## src/rtl/fetch_ctrl.sv

```systemverilog
// Instruction fetch controller: one outstanding bus request, a single output slot
// backed by a one-entry skid, and flush/redirect handling with stale-response drain.
package fetch_ctrl_pkg;
   localparam int unsigned XLEN = 64;
   localparam int unsigned ILEN = 32;

   typedef struct packed {
      logic [XLEN-1:0] pc;
      logic [ILEN-1:0] instr;
   } fetch_pkt_t;

   typedef enum logic [1:0] {
      ST_REQ   = 2'd0,
      ST_HOLD  = 2'd1,
      ST_DRAIN = 2'd2
   } fetch_state_e;
endpackage

module fetch_ctrl
   import fetch_ctrl_pkg::*;
#(
   parameter logic [63:0] RESET_PC = 64'h0000_0000_8000_0000
) (
   input  logic            clk,
   input  logic            reset,
   input  logic            redirect_valid,
   input  logic [XLEN-1:0] redirect_pc,
   input  logic [XLEN-1:0] pred_pc,
   input  logic            stall,
   output logic            ireq_valid,
   output logic [XLEN-1:0] ireq_addr,
   input  logic            iresp_data_ok,
   input  logic [ILEN-1:0] iresp_data,
   output logic            out_valid,
   output logic [XLEN-1:0] out_pc,
   output logic [ILEN-1:0] out_instr,
   output logic            busy
);

   fetch_state_e    state_q, state_d;
   logic [XLEN-1:0] req_addr_q, req_addr_d;
   logic [XLEN-1:0] tgt_pc_q, tgt_pc_d;
   logic            slot_valid_q, slot_valid_d;
   fetch_pkt_t      slot_q, slot_d;
   fetch_pkt_t      skid_q, skid_d;
   logic            ireq_valid_q, ireq_valid_d;
   logic            busy_q, busy_d;

   logic            consumed_c;
   logic            slot_free_c;
   logic            resp_c;
   fetch_pkt_t      resp_pkt_c;

   assign consumed_c  = slot_valid_q && !stall;
   assign slot_free_c = !slot_valid_q || consumed_c;
   // A response only counts while a request is actually on the bus.
   assign resp_c      = ireq_valid_q && iresp_data_ok;
   assign resp_pkt_c  = fetch_pkt_t'{pc: req_addr_q, instr: iresp_data};

   // Next-state and next-output logic.
   always_comb begin
      state_d      = state_q;
      req_addr_d   = req_addr_q;
      tgt_pc_d     = tgt_pc_q;
      slot_valid_d = slot_valid_q && !consumed_c;
      slot_d       = slot_q;
      skid_d       = skid_q;

      unique case (state_q)
         ST_REQ: begin
            if (redirect_valid) begin
               slot_valid_d = 1'b0;
               if (resp_c || !ireq_valid_q) begin
                  req_addr_d = redirect_pc;
               end else begin
                  tgt_pc_d = redirect_pc;
                  state_d  = ST_DRAIN;
               end
            end else if (resp_c) begin
               req_addr_d = pred_pc;
               if (slot_free_c) begin
                  slot_valid_d = 1'b1;
                  slot_d       = resp_pkt_c;
               end else begin
                  skid_d  = resp_pkt_c;
                  state_d = ST_HOLD;
               end
            end
         end

         ST_HOLD: begin
            if (redirect_valid) begin
               slot_valid_d = 1'b0;
               req_addr_d   = redirect_pc;
               state_d      = ST_REQ;
            end else if (consumed_c) begin
               slot_valid_d = 1'b1;
               slot_d       = skid_q;
               state_d      = ST_REQ;
            end
         end

         ST_DRAIN: begin
            slot_valid_d = 1'b0;
            if (redirect_valid) begin
               tgt_pc_d = redirect_pc;
            end
            // Stale response is dropped; the newest redirect target wins.
            if (resp_c) begin
               req_addr_d = redirect_valid ? redirect_pc : tgt_pc_q;
               state_d    = ST_REQ;
            end
         end

         default: begin
            slot_valid_d = 1'b0;
            state_d      = ST_REQ;
         end
      endcase

      ireq_valid_d = (state_d != ST_HOLD);
      busy_d       = (state_d == ST_DRAIN);
   end

   always_ff @(posedge clk or negedge reset) begin
      if (!reset) begin
         state_q      <= ST_REQ;
         req_addr_q   <= RESET_PC;
         tgt_pc_q     <= '0;
         slot_valid_q <= 1'b0;
         slot_q       <= '0;
         skid_q       <= '0;
         ireq_valid_q <= 1'b0;
         busy_q       <= 1'b0;
      end else begin
         state_q      <= state_d;
         req_addr_q   <= req_addr_d;
         tgt_pc_q     <= tgt_pc_d;
         slot_valid_q <= slot_valid_d;
         slot_q       <= slot_d;
         skid_q       <= skid_d;
         ireq_valid_q <= ireq_valid_d;
         busy_q       <= busy_d;
      end
   end

   assign ireq_valid = ireq_valid_q;
   assign ireq_addr  = req_addr_q;
   assign out_valid  = slot_valid_q;
   assign out_pc     = slot_q.pc;
   assign out_instr  = slot_q.instr;
   assign busy       = busy_q;

endmodule

```

## config.mk

```make
export PLATFORM = sky130hd
export DESIGN_NAME = fetch_ctrl
export DESIGN_NICKNAME = d
export VERILOG_FILES = /design/src/rtl/fetch_ctrl.sv
export SDC_FILE = /design/constraint.sdc
export NUM_CORES = 1
export LEC_CHECK = 0
export BUFFER_PORTS_ARGS = -buffer_cell sky130_fd_sc_hd__buf_2
export CAP_MARGIN = 10
export CORE_UTILIZATION = 60
export CTS_CLUSTER_SIZE = 8
export DETAILED_ROUTE_END_ITERATION = 10
export GPL_TIMING_DRIVEN = 0
export PLACE_DENSITY = 0.95
export SLEW_MARGIN = 5
export SYNTH_ARGS = -nofsm -noshare
export SYNTH_HDL_FRONTEND = slang
export SYNTH_SLANG_ARGS = --single-unit
```

## constraint.sdc

```tcl
create_clock -name clk -period 3.2 [get_ports clk]
set_input_delay 0.48 -clock clk [delete_from_list [all_inputs] [get_ports clk]]
set_output_delay 0.48 -clock clk [all_outputs]
set_load 0.005 [all_outputs]
```

==> impl_metrics.env, run 1 <==
export IMPL_post_cts_buffers=0
export IMPL_powerDensity_nw_per_um2=1000
export IMPL_cts_hold_buf=0
export IMPL_die_width_um=164
export IMPL_firstDrtPassIters=5
export IMPL_start_kind="flop"
export IMPL_grt_max_degree=120
export IMPL_final_cell_mix="buf_2, dfrtp_1, mux2_2, a21oi_1, nor2_1"
export IMPL_fp_dieH_um=164
export IMPL_critPathKind="flop to flop"
export IMPL_skew_ns=0.0113
export IMPL_rsz0062_at_grt="false"
export IMPL_cp_end_kind="flop"
export IMPL_drc_errors=0
export IMPL_tightest_slew_ns=1.16
export IMPL_cts_buffer_depth=3
export IMPL_synth_area_um2=15800
export IMPL_grt_pass1_wl_mm=71.0
export IMPL_grt_pass1_vias=13100
export IMPL_drv_slew=0
export IMPL_ioPinCount=328
export IMPL_clkSlewWorstSetupHoldPaths_ns=0.05
export IMPL_fin_area_um2=19200
export IMPL_totalWireLength_mm=45.6
export IMPL_synth_edf_count=0
export IMPL_syn_area_per_cell_um2=12.1
export IMPL_area_growth_pct=21.7
export IMPL_htree_levels=2
export IMPL_cts_buffers_inserted=46
export IMPL_fin_hold_ws_ns=-0.0294
export IMPL_final_hold_viol_count=17
export IMPL_dieArea_um2=26900
export IMPL_ys_types=38
export IMPL_hold_class="input port to async pin"
export IMPL_tns_ns=0
export IMPL_violations="negative hold slack"
export IMPL_drtIter0Drc=1181
export IMPL_ys_seq_elements=325
export IMPL_status="finished with violations"
export IMPL_ys_seq_area_frac=0.516
export IMPL_clk_latency_ns=0.52
export IMPL_setup_viol=0
export IMPL_rows=58
export IMPL_period_share=0.901
export IMPL_ys_warn_count=0
export IMPL_nFillCells=1573
export IMPL_maxCapViolations=0
export IMPL_cts_sinks=325
export IMPL_antenna_found_initial=10
export IMPL_reg2reg_from="state_q[0]"
export IMPL_final_common_cell="buf_2"
export IMPL_drtAntennaViolNets=0
export IMPL_post_route_util=0.753
export IMPL_place_area_um2=17900
export IMPL_start_util=0.619
export IMPL_gr_total_overflow=0
export IMPL_vias_per_cell=6.21
export IMPL_reg2reg_depth=8
export IMPL_async_flop_share=1.00
export IMPL_reg2reg_slack_ns=0.32
export IMPL_wl_per_cell_um=22.5
export IMPL_portBuffers=326
export IMPL_ir_worst_vdd_mv=0.604
export IMPL_synth_nets=1470
export IMPL_required_ns=3.59
export IMPL_period_minus_slack_ns=2.88
export IMPL_cts_tree="done"
export IMPL_place_congestion=0.876
export IMPL_num_vias=12600
export IMPL_dp_hpwl_mm=30.8
export IMPL_synthCells=1301
export IMPL_power_total_mw=19.2
export IMPL_cts_root_buf="clkbuf_16"
export IMPL_critPathArrivalTime_ns=3.28
export IMPL_grt_total_usage=0.340
export IMPL_core_area_um2=25500
export IMPL_cts_resized=0
export IMPL_p_leak_nw=8.55
export IMPL_nets=1846
export IMPL_slew_headroom=0.227
export IMPL_drive_above_1_share=0.430
export IMPL_synth_top_flop_cell="dfrtp_1"
export IMPL_clock_fmax_ghz=0.347
export IMPL_r2r_end="out_pc[43]"
export IMPL_crit_fanout=10
==> kinds of logic (layout without fill, tap and decap cells) <==
group	after synthesis	in the layout	share of synthesized area
other	0	11	0
AO/OA/AOI/OAI	300	300	0.118
flip-flops	325	325	0.516
buffers and inverters	110	498	0.0342
multiplexers	384	384	0.274
adder cells (fa/ha/maj)	4	4	0.00318
AND/OR/NAND/NOR	178	178	0.0549
==> stage by stage <==
step | instances | setup WS (ns)
global route | 2027 | 0.264
finish | 2030 | 0.317
detailed placement | 1959 | 0.397
global placement | 1957 | -4.35
floorplan | 1301 | 1.26
CTS | 2019 | 0.379
==> critical path, cell delays in order (launching register included) <==
cell and delay (ns):
dfrtp_1 0.43, inv_1 0.11, ha_1 0.14, buf_2 0.18
nand3_1 0.14, a221oi_2 0.33, clkbuf_1 0.90, buf_2 0.40
a21oi_1 0.12
==> sequential cells by signal (all words and copies together) (netlist names) <==
signal / cells
out_valid: 1
out_pc: 64
out_instr: 32
tgt_pc_q: 64
state_q: 2
busy: 1
ireq_addr: 64
skid_q: 96
ireq_valid: 1
==> how the worst max path moves through the flow <==
stage	from	end	slack, ns	depth (start not counted)
6_report	state_q[0]	out_pc[43]	0.32	8
5_1_grt	state_q[0]	out_pc[54]	0.26	8
4_1_cts	state_q[0]	out_pc[0]	0.38	8
3_5_place_dp	state_q[0]	out_pc[38]	0.40	8
3_3_place_gp	reset	out_pc[19]	-4.35	1
2_1_floorplan	state_q[0]	tgt_pc_q[0]	1.26	7
==> synth_stat cells (5+ instances only) <==
| cell type | n | area (um2) |
|---|---|---|
| a211oi_1 | 63 | 473 |
| a21oi_1 | 163 | 816 |
| a22oi_1 | 63 | 473 |
| and2_1 | 63 | 394 |
| buf_2 | 59 | 295 |
| buf_6 | 6 | 67.6 |
| clkbuf_1 | 36 | 135 |
| dfrtp_1 | 324 | 8110 |
| mux2_1 | 12 | 135 |
| mux2_2 | 246 | 2770 |
| mux2_4 | 30 | 450 |
| mux2i_1 | 96 | 961 |
| nand2_1 | 5 | 18.8 |
| nor2_1 | 97 | 364 |
==> report_power, final <==
group | internal (mW) | switching (mW)
logic | 3.66 | 3.74
clock network | 2.73 | 1.69
registers | 6.11 | 1.32
total | 12.5 | 6.75
==> metal layers <==
metal | GRT usage | up-vias | share of wire
met5 | 0 | - | 0.00018
met4 | 0.177 | 2 | 0.047
met3 | 0.0609 | 162 | 0.075
met2 | 0.555 | 659 | 0.49
met1 | 0.435 | 6330 | 0.39
li1 | - | 5462 | -
==> final cells by class <==
class / instances / area (um2) / share of cell area
antenna: 11 / 27.5 / 0.00144
buffer: 106 / 524 / 0.0273
clock buffer: 60 / 1280 / 0.0666
inverter: 4 / 15.0 / 0.000783
multi-input combinational: 866 / 7090 / 0.370
sequential: 325 / 8130 / 0.424
tap: 330 / 413 / 0.0215
timing repair buffer: 328 / 1700 / 0.0885
No activity file was read; power rests on OpenSTA's default activity.
==> run 2, diff against run 1 <==
ABC_AREA = 1   (was not set)
==> run 2 against run 1 <==
  * The flow still finishes with violations (negative hold slack)
  * Core utilization shrank 1.5 points
  * Final cell count grew 43%
  * Sequential power shrank 3.9%
  * Total power grew 6.1%
  * Via count grew 35%
  * Register-to-register slack gained 0.36 ns
  * Global-route usage grew 3.3 points
  * Die area grew 4.9%
  * Fmax grew 14%
  * Count of clock-buffer cells in the layout shrank 8
==> impl_metrics.env, run 2 <==
export IMPL_antenna_found_initial=21
export IMPL_required_ns=3.67
export IMPL_crit_slowest_cell="clkbuf_1"
export IMPL_ioPinCount=328
export IMPL_start_kind="flop"
export IMPL_dp_slack_ns=0.855
export IMPL_r2r_end="ireq_addr[52]"
export IMPL_skew_ns=0.0175
export IMPL_fin_hold_ws_ns=-0.0229
export IMPL_ys_types=27
export IMPL_area_growth_pct=20.4
export IMPL_ys_seq_elements=325
export IMPL_cts_root_buf="clkbuf_16"
export IMPL_nets=2703
export IMPL_cts_resized=0
export IMPL_synth_area_leaders="dfrtp_1, nand2_1, o21ai_0"
export IMPL_clock_fmax_ghz=0.397
export IMPL_vias_per_cell=5.86
export IMPL_synth_top_flop_cell="dfrtp_1"
export IMPL_top_layer="met5"
export IMPL_final_cell_mix="nand2_1, buf_2, dfrtp_1, o21ai_0, a21oi_1"
export IMPL_synth_area_um2=16500
export IMPL_final_hold_viol_count=7
export IMPL_powerDensity_nw_per_um2=1020
export IMPL_path_cells="inv_1 > ha_1 > inv_1 > clkbuf_1 > clkbuf_1 > a21oi_1 > a21oi_1 > nand2_1 > nand2_1"
export IMPL_grt_max_degree=125
export IMPL_period_minus_slack_ns=2.52
export IMPL_num_vias=17000
export IMPL_drtAntennaViolNets=0
export IMPL_htree_levels=2
export IMPL_routed_wl_met2_mm=24.1
export IMPL_hold_class="input port to async pin"
export IMPL_dieArea_um2=28200
export IMPL_drtIter0Drc=1939
export IMPL_ys_warn_count=0
export IMPL_drv_slew=0
export IMPL_grt_pass1_wl_mm=83.2
export IMPL_grt_total_usage=0.373
export IMPL_fp_dieH_um=168
export IMPL_wl_met3_mm=5.85
export IMPL_synth_top_area_frac=0.490
export IMPL_p_leak_nw=10.8
export IMPL_clkSlewWorstSetupHoldPaths_ns=0.05
export IMPL_grt_pass1_vias=16000
export IMPL_async_flop_share=1.00
export IMPL_dp_hpwl_mm=36.9
export IMPL_synth_top_cell_by_area="dfrtp_1"
export IMPL_synth_common_cells="nand2_1, dfrtp_1, o21ai_0, a21oi_1, inv_1"
export IMPL_status="finished with violations"
export IMPL_reg2reg_depth=9
export IMPL_ir_worst_vdd_mv=0.526
export IMPL_violations="negative hold slack"
export IMPL_syn_area_per_cell_um2=7.67
export IMPL_critPathKind="flop to flop"
export IMPL_place_congestion=0.942
export IMPL_cts_tree="done"
export IMPL_cts_hold_buf=0
export IMPL_cts_buffer_depth=3
export IMPL_critPathArrivalTime_ns=2.99
export IMPL_synth_nets=2327
export IMPL_tightest_slew_ns=0.844
export IMPL_core_area_um2=27000
export IMPL_wl_per_cell_um=18.4
export IMPL_totalWireLength_mm=53.4
export IMPL_path_delay_family="buffers and inverters"
export IMPL_drt_met1_wl_mm=20.5
export IMPL_slew_headroom=0.437
export IMPL_top_register="skid_q"
export IMPL_cp_end_kind="flop"
export IMPL_crit_buf_inv=4
export IMPL_ys_seq_area_frac=0.492
export IMPL_gr_total_overflow=0
export IMPL_crit_fanout=10
export IMPL_rows=60
export IMPL_tns_ns=0
export IMPL_synth_edf_count=0
export IMPL_largest_reg_flops=96
export IMPL_drive_above_1_share=0.218
export IMPL_cts_sinks=325
export IMPL_rsz0062_at_grt="false"
export IMPL_clk_latency_ns=0.54
export IMPL_period_share=0.788
export IMPL_firstDrtPassIters=8
export IMPL_setup_ws_ns=0.680
export IMPL_die_width_um=168
export IMPL_synthCells=2158
export IMPL_post_cts_buffers=0
export IMPL_maxCapViolations=0
export IMPL_portBuffers=326
export IMPL_yosysMostFrequentCell="nand2_1"
export IMPL_cts_buffers_inserted=46
export IMPL_reg2reg_slack_ns=0.68
export IMPL_reg2reg_from="state_q[0]"
export IMPL_final_common_cell="nand2_1"
export IMPL_setup_viol=0
export IMPL_drc_errors=0
export IMPL_slowest_delay_ns=0.51
export IMPL_start_util=0.612
[run 2: area by class of cell]
cell class                 count  area (um2)
sequential                   325        8130
multi-input combinational   1513        6810
inverter                     173         649
tap                          341         427
timing repair buffer         328        1700
antenna                       18        45.0
clock inverter                 3        41.3
fill                        1988        7100
clock buffer                  52        1170
buffer                       147         951
[run 2: per-layer routing]
metal / global-route usage / up-vias
met5: 0 / -
met4: 0.184 / 6
met3: 0.0715 / 249
met2: 0.585 / 1163
met1: 0.501 / 7911
li1: - / 7655
[run 2: worst max path at each step]
stage	startpoint	endpoint	slack (ns)	cells past startpoint
4_1_cts	state_q[0]	ireq_addr[52]	0.78	9
3_3_place_gp	reset	out_instr[22]	-4.26	1
3_5_place_dp	state_q[0]	ireq_addr[58]	0.86	9
5_1_grt	state_q[0]	ireq_addr[60]	0.52	9
6_report	state_q[0]	ireq_addr[52]	0.68	9
2_1_floorplan	state_q[0]	ireq_addr[0]	1.53	9
[run 2: logic make-up (layout without fill, tap and decap cells)]
group,Yosys count,in the layout,share of synthesized area
simple gates,895,895,0.209
compound gates,614,614,0.200
flops,325,325,0.492
buf+inv,320,703,0.0967
fa+ha+maj,4,4,0.00302
other cells,0,18,0
[run 2: per-stage QoR]
step | hold slack (ns) | area (um2) | std cells | power (mW) | util
after floorplan | 0.184 | 16500 | 2158 | 12.5 | -
after global placement | 0.461 | 18600 | 2825 | 15.3 | 0.688
after detailed placement | 0.468 | 18700 | 2827 | 15.8 | 0.691
after CTS | 0.0202 | 19900 | 2882 | 20.2 | 0.736
after global routing | 0.0496 | 19900 | 2899 | 21.7 | 0.737
final | -0.0229 | 19900 | 2900 | 20.4 | 0.737
[run 2: worst reg2reg max path, stage by stage, from the launching register on]
cell and delay, ns:
dfrtp_1 0.44, inv_1 0.09, ha_1 0.29, inv_1 0.06, clkbuf_1 0.51, clkbuf_1 0.48
a21oi_1 0.08, a21oi_1 0.34, nand2_1 0.10, nand2_1 0.07
[run 2: power by group]
part | internal, mW | total [mW] | leakage, nW | switching [mW]
registers | 5.96 | 7.15 | 4.14 | 1.20
logic | 3.32 | 8.99 | 6.10 | 5.67
clock network | 2.55 | 4.27 | 0.595 | 1.72
total | 11.8 | 20.4 | 10.8 | 8.59
